--- config.mk ---
export PLATFORM = sky130hd
export DESIGN_NAME = line_fifo
export DESIGN_NICKNAME = d
export VERILOG_FILES = /design/src/rtl/line_fifo.sv
export SDC_FILE = /design/constraint.sdc
export NUM_CORES = 2
export LEC_CHECK = 0
export ABC_CLOCK_PERIOD_IN_PS = 5300
export BUFFER_PORTS_ARGS = -buffer_cell sky130_fd_sc_hd__buf_2
export CAP_MARGIN = 20
export CORE_AREA = 2 2 522 524
export DETAILED_ROUTE_END_ITERATION = 8
export DIE_AREA = 0 0 524 526
export PLACE_DENSITY = 0.77
export SLEW_MARGIN = 15
export SYNTH_ARGS = -nofsm -noshare
export SYNTH_HDL_FRONTEND = slang
export SYNTH_SLANG_ARGS = --single-unit
--- constraint.sdc ---
create_clock -name clk -period 5.3 [get_ports clk]
set_input_delay 0.53 -clock clk [delete_from_list [all_inputs] [get_ports clk]]
set_output_delay 0.53 -clock clk [all_outputs]
set_load 0.01 [all_outputs]
--- src/rtl/line_fifo.sv ---
// Multi-line scanline buffer: LINE_NUM register slots, each line replayed RD_TIMES times.
// Define LINE_FIFO_CNT_EN to expose the committed-line count on lvl_o.
module line_fifo #(
  parameter  int SIZE      = 256,
  parameter  int DATA_WD   = 8,
  parameter  int LINE_NUM  = 2,
  parameter  int RD_TIMES  = 3,
  localparam int SIZE_WD   = (SIZE > 1) ? $clog2(SIZE) : 1,
  localparam int SIZE_W_WD = $clog2(SIZE + 1),
  localparam int LIN_WD    = (LINE_NUM > 1) ? $clog2(LINE_NUM) : 1,
  localparam int PAS_WD    = (RD_TIMES > 1) ? $clog2(RD_TIMES) : 1,
  localparam int CNT_WD    = $clog2(LINE_NUM + 1)
) (
  input  logic                 clk,
  input  logic                 rstn,
  input  logic [SIZE_W_WD-1:0] cfg_w_i,
  input  logic                 start_i,
  input  logic                 wr_val_i,
  input  logic [DATA_WD-1:0]   wr_dat_i,
  output logic                 wr_rdy_o,
  input  logic                 rd_val_i,
  output logic                 rd_rdy_o,
  output logic                 rd_val_o,
  output logic [DATA_WD-1:0]   rd_dat_o,
  output logic [PAS_WD-1:0]    rd_pas_o,
  output logic                 rd_lst_o
`ifdef LINE_FIFO_CNT_EN
  ,
  output logic [CNT_WD-1:0]    lvl_o
`endif
);

  logic [DATA_WD-1:0] mem_q [LINE_NUM][SIZE];

  logic [LIN_WD-1:0]  wr_lin_q, wr_lin_d, rd_lin_q, rd_lin_d;
  logic [SIZE_WD-1:0] wr_col_q, wr_col_d, rd_col_q, rd_col_d;
  logic [PAS_WD-1:0]  rd_pas_q, rd_pas_d;
  logic [CNT_WD-1:0]  lin_cnt_q, lin_cnt_d;
  logic               out_val_q, out_val_d, out_lst_q, out_lst_d;
  logic [DATA_WD-1:0] out_dat_q, out_dat_d;
  logic [PAS_WD-1:0]  out_pas_q, out_pas_d;

  logic [SIZE_W_WD-1:0] col_last;
  logic wr_acc, rd_acc, wr_col_end, rd_col_end, rd_pas_end, commit, release_l;

  // Handshake: a request is accepted in the cycle where valid and ready are both high;
  // start_i masks both so a frame restart never stores or fetches a word.
  assign wr_rdy_o   = (lin_cnt_q != CNT_WD'(LINE_NUM));
  assign rd_rdy_o   = (lin_cnt_q != '0);
  assign wr_acc     = wr_val_i & wr_rdy_o & ~start_i;
  assign rd_acc     = rd_val_i & rd_rdy_o & ~start_i;
  assign col_last   = cfg_w_i - 1'b1;
  assign wr_col_end = (SIZE_W_WD'(wr_col_q) == col_last);
  assign rd_col_end = (SIZE_W_WD'(rd_col_q) == col_last);
  assign rd_pas_end = (rd_pas_q == PAS_WD'(RD_TIMES - 1));
  assign commit     = wr_acc & wr_col_end;
  assign release_l  = rd_acc & rd_col_end & rd_pas_end;

  always_comb begin
    wr_lin_d  = wr_lin_q;
    wr_col_d  = wr_col_q;
    rd_lin_d  = rd_lin_q;
    rd_col_d  = rd_col_q;
    rd_pas_d  = rd_pas_q;
    lin_cnt_d = lin_cnt_q;
    out_val_d = 1'b0;
    out_dat_d = out_dat_q;
    out_pas_d = out_pas_q;
    out_lst_d = out_lst_q;
    if (start_i) begin
      wr_lin_d  = '0;
      wr_col_d  = '0;
      rd_lin_d  = '0;
      rd_col_d  = '0;
      rd_pas_d  = '0;
      lin_cnt_d = '0;
    end else begin
      if (wr_acc) begin
        if (wr_col_end) begin
          wr_col_d = '0;
          wr_lin_d = (wr_lin_q == LIN_WD'(LINE_NUM - 1)) ? '0 : wr_lin_q + 1'b1;
        end else begin
          wr_col_d = wr_col_q + 1'b1;
        end
      end
      if (rd_acc) begin
        out_val_d = 1'b1;
        out_dat_d = mem_q[rd_lin_q][rd_col_q];
        out_pas_d = rd_pas_q;
        out_lst_d = rd_col_end & rd_pas_end;
        if (rd_col_end) begin
          rd_col_d = '0;
          if (rd_pas_end) begin
            rd_pas_d = '0;
            rd_lin_d = (rd_lin_q == LIN_WD'(LINE_NUM - 1)) ? '0 : rd_lin_q + 1'b1;
          end else begin
            rd_pas_d = rd_pas_q + 1'b1;
          end
        end else begin
          rd_col_d = rd_col_q + 1'b1;
        end
      end
      // A commit and a release in the same cycle cancel out.
      case ({commit, release_l})
        2'b10:   lin_cnt_d = lin_cnt_q + 1'b1;
        2'b01:   lin_cnt_d = lin_cnt_q - 1'b1;
        default: lin_cnt_d = lin_cnt_q;
      endcase
    end
  end

  always_ff @(posedge clk or negedge rstn) begin
    if (!rstn) begin
      wr_lin_q  <= '0;
      wr_col_q  <= '0;
      rd_lin_q  <= '0;
      rd_col_q  <= '0;
      rd_pas_q  <= '0;
      lin_cnt_q <= '0;
      out_val_q <= 1'b0;
      out_dat_q <= '0;
      out_pas_q <= '0;
      out_lst_q <= 1'b0;
    end else begin
      wr_lin_q  <= wr_lin_d;
      wr_col_q  <= wr_col_d;
      rd_lin_q  <= rd_lin_d;
      rd_col_q  <= rd_col_d;
      rd_pas_q  <= rd_pas_d;
      lin_cnt_q <= lin_cnt_d;
      out_val_q <= out_val_d;
      out_dat_q <= out_dat_d;
      out_pas_q <= out_pas_d;
      out_lst_q <= out_lst_d;
    end
  end

  // Line storage carries no reset; only committed slots are ever read.
  always_ff @(posedge clk) begin
    if (wr_acc) mem_q[wr_lin_q][wr_col_q] <= wr_dat_i;
  end

  assign rd_val_o = out_val_q;
  assign rd_dat_o = out_dat_q;
  assign rd_pas_o = out_pas_q;
  assign rd_lst_o = out_lst_q;
`ifdef LINE_FIFO_CNT_EN
  assign lvl_o = lin_cnt_q;
`endif

endmodule

==> metrics list <==
- The clock net in this run drives a total of 4,130 sinks.
- Number of setup buffers added after CTS: 0
* Maximum fanout along the worst path: 38
- Detail Placement HPWL: 247,000 um
* Post-synth EDFFs: roughly 4.1k
- For this configuration, the core starts out at a cell density of 0.598.
- Counting flops with an async set or reset pin after synthesis yields a share of 0.00823.
- Ordered list of cells on the worst path: buf_4 -> mux4_2 -> mux4_2 -> nor2_1 -> nor3_1 -> nor3_1 -> a211oi_1 -> o221a_1
- Count of mapped cells out of synthesis: 7,452
* Mux share of post-synthesis cell area: 0.163
- In the finished design, the share of the clock period the worst path needs comes to 0.914.
- Min Tclk post-route: between 4 and 5 ns
- The region available for standard cell placement spans 270,000 um^2.
- Leading area contributor after synthesis: sky130_fd_sc_hd__edfxtp_1
* Final weighted congestion in routability-driven placement: slightly below 0.9
- Via count: 82.3k
- Buffers placed on the I/O ports in this run total 35.
- Clock skew on the completed layout was measured at 0.0519 ns.
- The most used flip-flop cell after synthesis is sky130_fd_sc_hd__edfxtp_1.
- For this design the ratio of total power to cell area is roughly 360 nW/um^2.
- For this run, the top clock speed supported by timing is 206 MHz.
- VDD sags by at most 0.367 mV.
* Maximum buffer depth of the clock tree: 4
* Fraction of post-synthesis cell area in the top cell type by area: 0.762
- Layout cell share with drive strength beyond 1: 0.255
- Summed over all cells, the static leakage comes to 54.4 nW.
- Summed over all failing endpoints, the final setup total negative slack is 0 ns.
- Transition at the pin with the smallest max-transition slack: 1.38 ns
* Hold/Removal Path Class: input port to flop
- Entering global routing, the biggest net connects 201 pins.
- Initial antenna violation count: 17
* Relative slew margins: 0.0768
- Synthesis instantiated a little under 90 different standard cells from the library.
- Dominant combinational cell family by area after synthesis: multiplexers
- The total overflow left after global routing is 0.
- First-pass GRT wire length: just over 600,000 um
* Net count after synthesis: 7,480
* Clk root buf: sky130_fd_sc_hd__clkbuf_16
- The synthesized netlist occupies a cell area of about 160,000 um^2.
- Across every metal layer, demand over resource in global routing totals 0.313.
* Die extent in y: 526 um
- Clock tree from TritonCTS: done
- Counting the buffers created by CTS gives about 390.
* Kind of capture point of the worst setup path: flop
* Final hold violations: 0
* Highest-count cells in the layout ignoring fill and taps: 4,096 x sky130_fd_sc_hd__edfxtp_1, 1,024 x sky130_fd_sc_hd__mux4_2, 576 x sky130_fd_sc_hd__nor2_1
* Status: completed
- Remaining number of nets flagged by the antenna check after routing: 0
- Of the total synthesized cell area, the portion taken by AND, OR, NAND and NOR gates is 0.0243.
- Crit path largest cell delay: 1.11 ns
- Max-cap violations in this run came to 0.
- Sorting the synthesized cells by area gives the leading types as sky130_fd_sc_hd__edfxtp_1 76%, sky130_fd_sc_hd__mux4_2 14%, sky130_fd_sc_hd__mux2i_1 1.8%.
- After detailed routing, the number of remaining DRC violations is 0.
- CP required: 6.09 ns
- Clock Latency Late Sink: around 0.9 ns
* CTS clk-pin slew, worst paths: around 0.06 ns
* Growth of design area from synthesis to finish: 11.3%
- Count of pins over their slew limit: 0
- Number of detailed-route iterations in the first pass: 7
- Synthesis Warnings: 0
- Of the total synthesized cell area, the portion taken by full adders, half adders and majority gates is 0.000465.
- On the critical path, the stage with the largest delay is an instance of sky130_fd_sc_hd__dfrtp_4.
- For this block, the routed nets add up to ~430,000 um of wire.
* Synth Register Bits: 4,130
- The post-synthesis compound-gate area fraction was 0.0232.
- For this block, the initial DRC count from the detailed router was 14.0k.
* Synth Area in XOR/XNOR: 0.00226
* Via/cell ratio: 7.03
- Via count of the first global-routing pass: 82.5k
* Final cell utilization of the core: 0.665
- Net count reported at finish: 7,812
- Die Outline Area: 276,000 um^2
* Number of rows created at floorplan: 191
* Final setup viols: 0
- Sequential-to-total area share from yosys stat: 0.768
- Mean post-synth cell area: 21.7 um^2
* Ports: 36
- Category of the critical setup timing path: flop to flop
- Most common cell after layout, fill and taps aside: sky130_fd_sc_hd__edfxtp_1
- Horiz. Die Dim: 524 um
- In the final routed layout, each cell accounts on average for 36.7 um.
- Setup repair after global routing left no endpoint under its margin.
- Worst setup SP type: flop
* Arrival @ worst endpoint: approximately 5.6 ns
- H-tree levels: 5
-- where the power goes --
part           internal [mW]  total (mW)  switching (mW)
Clock                   15.7        27.8            12.1
Combinational         0.0990       0.791           0.692
Sequential              35.9        35.9          0.0243
-- through the flow --
step | cell area [um^2] | hold slack [ns] | cells | setup slack, ns | power, mW
2_1_floorplan | 161000 | 0.234 | 7452 | 2.49 | 36.7
3_3_place_gp | 167000 | 0.467 | 10954 | 0.697 | 37.3
3_5_place_dp | 167000 | 0.477 | 10955 | 0.745 | 37.4
4_1_cts | 179000 | 0.109 | 11676 | 0.705 | 64.6
5_1_grt | 179000 | 0.0977 | 11679 | 0.560 | 65.8
6_report | 180000 | 0.103 | 11695 | 0.457 | 64.5
-- worst paths after layout --
path / from / endpoint / slack, ns / depth (start not counted)
setup / recovery: rd_lin_q$_DFFE_PN0P_ / rd_dat_o[5]$_DFFE_PN0P_ / 0.46 / 8
hold / removal: wr_dat_i[0] / mem_q[0][328]$_DFFE_PP_ / 0.10 / 1
setup reg to reg: rd_lin_q$_DFFE_PN0P_ / rd_dat_o[5]$_DFFE_PN0P_ / 0.46 / 8
hold reg to reg: rd_pas_o[1]$_DFFE_PN0P_ / rd_pas_o[1]$_DFFE_PN0P_ / 0.49 / 2
max in group asynchronous: rstn / rd_col_q[1]$_DFFE_PN0P_ / 4.14 / 2
min in group asynchronous: rstn / wr_col_q[4]$_DFFE_PN0P_ / 0.36 / 2
-- synth_stat cells, drive strengths merged, types with 5 or more instances --
cell / count
xnor3: 8
a2111oi: 10
o221ai: 46
or2: 5
nand2b: 10
nand4: 10
mux2i: 287
nor3: 22
o22ai: 45
ha: 6
nor4: 8
xnor2: 15
mux2: 14
nand3b: 5
a22oi: 87
a211oi: 37
nand2: 202
a31oi: 21
a311oi: 6
and3: 7
o21ai: 68
clkbuf: 179
xor2: 6
a221oi: 33
nor2b: 16
nor2: 582
o211ai: 15
a22o: 6
a21oi: 101
and2: 11
o311a: 5
dfrtp: 34
o31ai: 14
buf: 288
mux4: 1030
a211o: 6
inv: 10
nand3: 47
edfxtp: 4096
-- state kept, by name, indices dropped and copies added (netlist names) --
register,cells
rd_val_o,1
rd_pas_q,2
rd_col_q,8
rd_pas_o,2
rd_dat_o,8
mem_q,4096
lin_cnt_q,2
wr_col_q,8
wr_lin_q,1
rd_lin_q,1
rd_lst_o,1
-- repair_timing --
action	in CTS	in global routing
hold endpoints to repair	39	0
gates resized for setup	0	0
hold buffers	2	0
-- logic make-up (layout without fill, tap and decap cells) --
kind of cell / count (synthesis) / count (layout)
other cells: 0 / 18
fa+ha+maj: 6 / 6
xor+xnor: 29 / 29
compound gates: 531 / 531
mux: 1331 / 1331
flops: 4130 / 4130
buf+inv: 480 / 1135
simple gates: 945 / 945
-- cell type report --
type | instances | area, um^2
antenna | 18 | 45.0
fill | 15981 | 90300
clock inverter | 247 | 2280
tap | 3570 | 4470
inverter | 13 | 56.3
sequential | 4130 | 124000
timing repair buffer | 403 | 3810
clock buffer | 472 | 10300
multi-input combinational | 2842 | 34700
-- worst max-delay path, delay by kind of cell, from the launching register on --
family | cells | cell delay [ns]
muxes | 2 | 1.16
DFF | 1 | 1.11
and+or+nand+nor | 3 | 1.11
buffers and inverters | 1 | 0.75
AOI/OAI and AO/OA | 2 | 0.54
-- layer usage --
metal	GRT usage	vias to the layer above	part of all wire	wire [um]
met5	0	-	0.00030	130
met4	0.159	18	0.064	27500
met3	0.0757	1254	0.13	54400
met2	0.481	6474	0.47	202000
met1	0.425	42655	0.34	145000
li1	-	31861	-	-
Note: power is estimated with default switching activity, not from simulation.
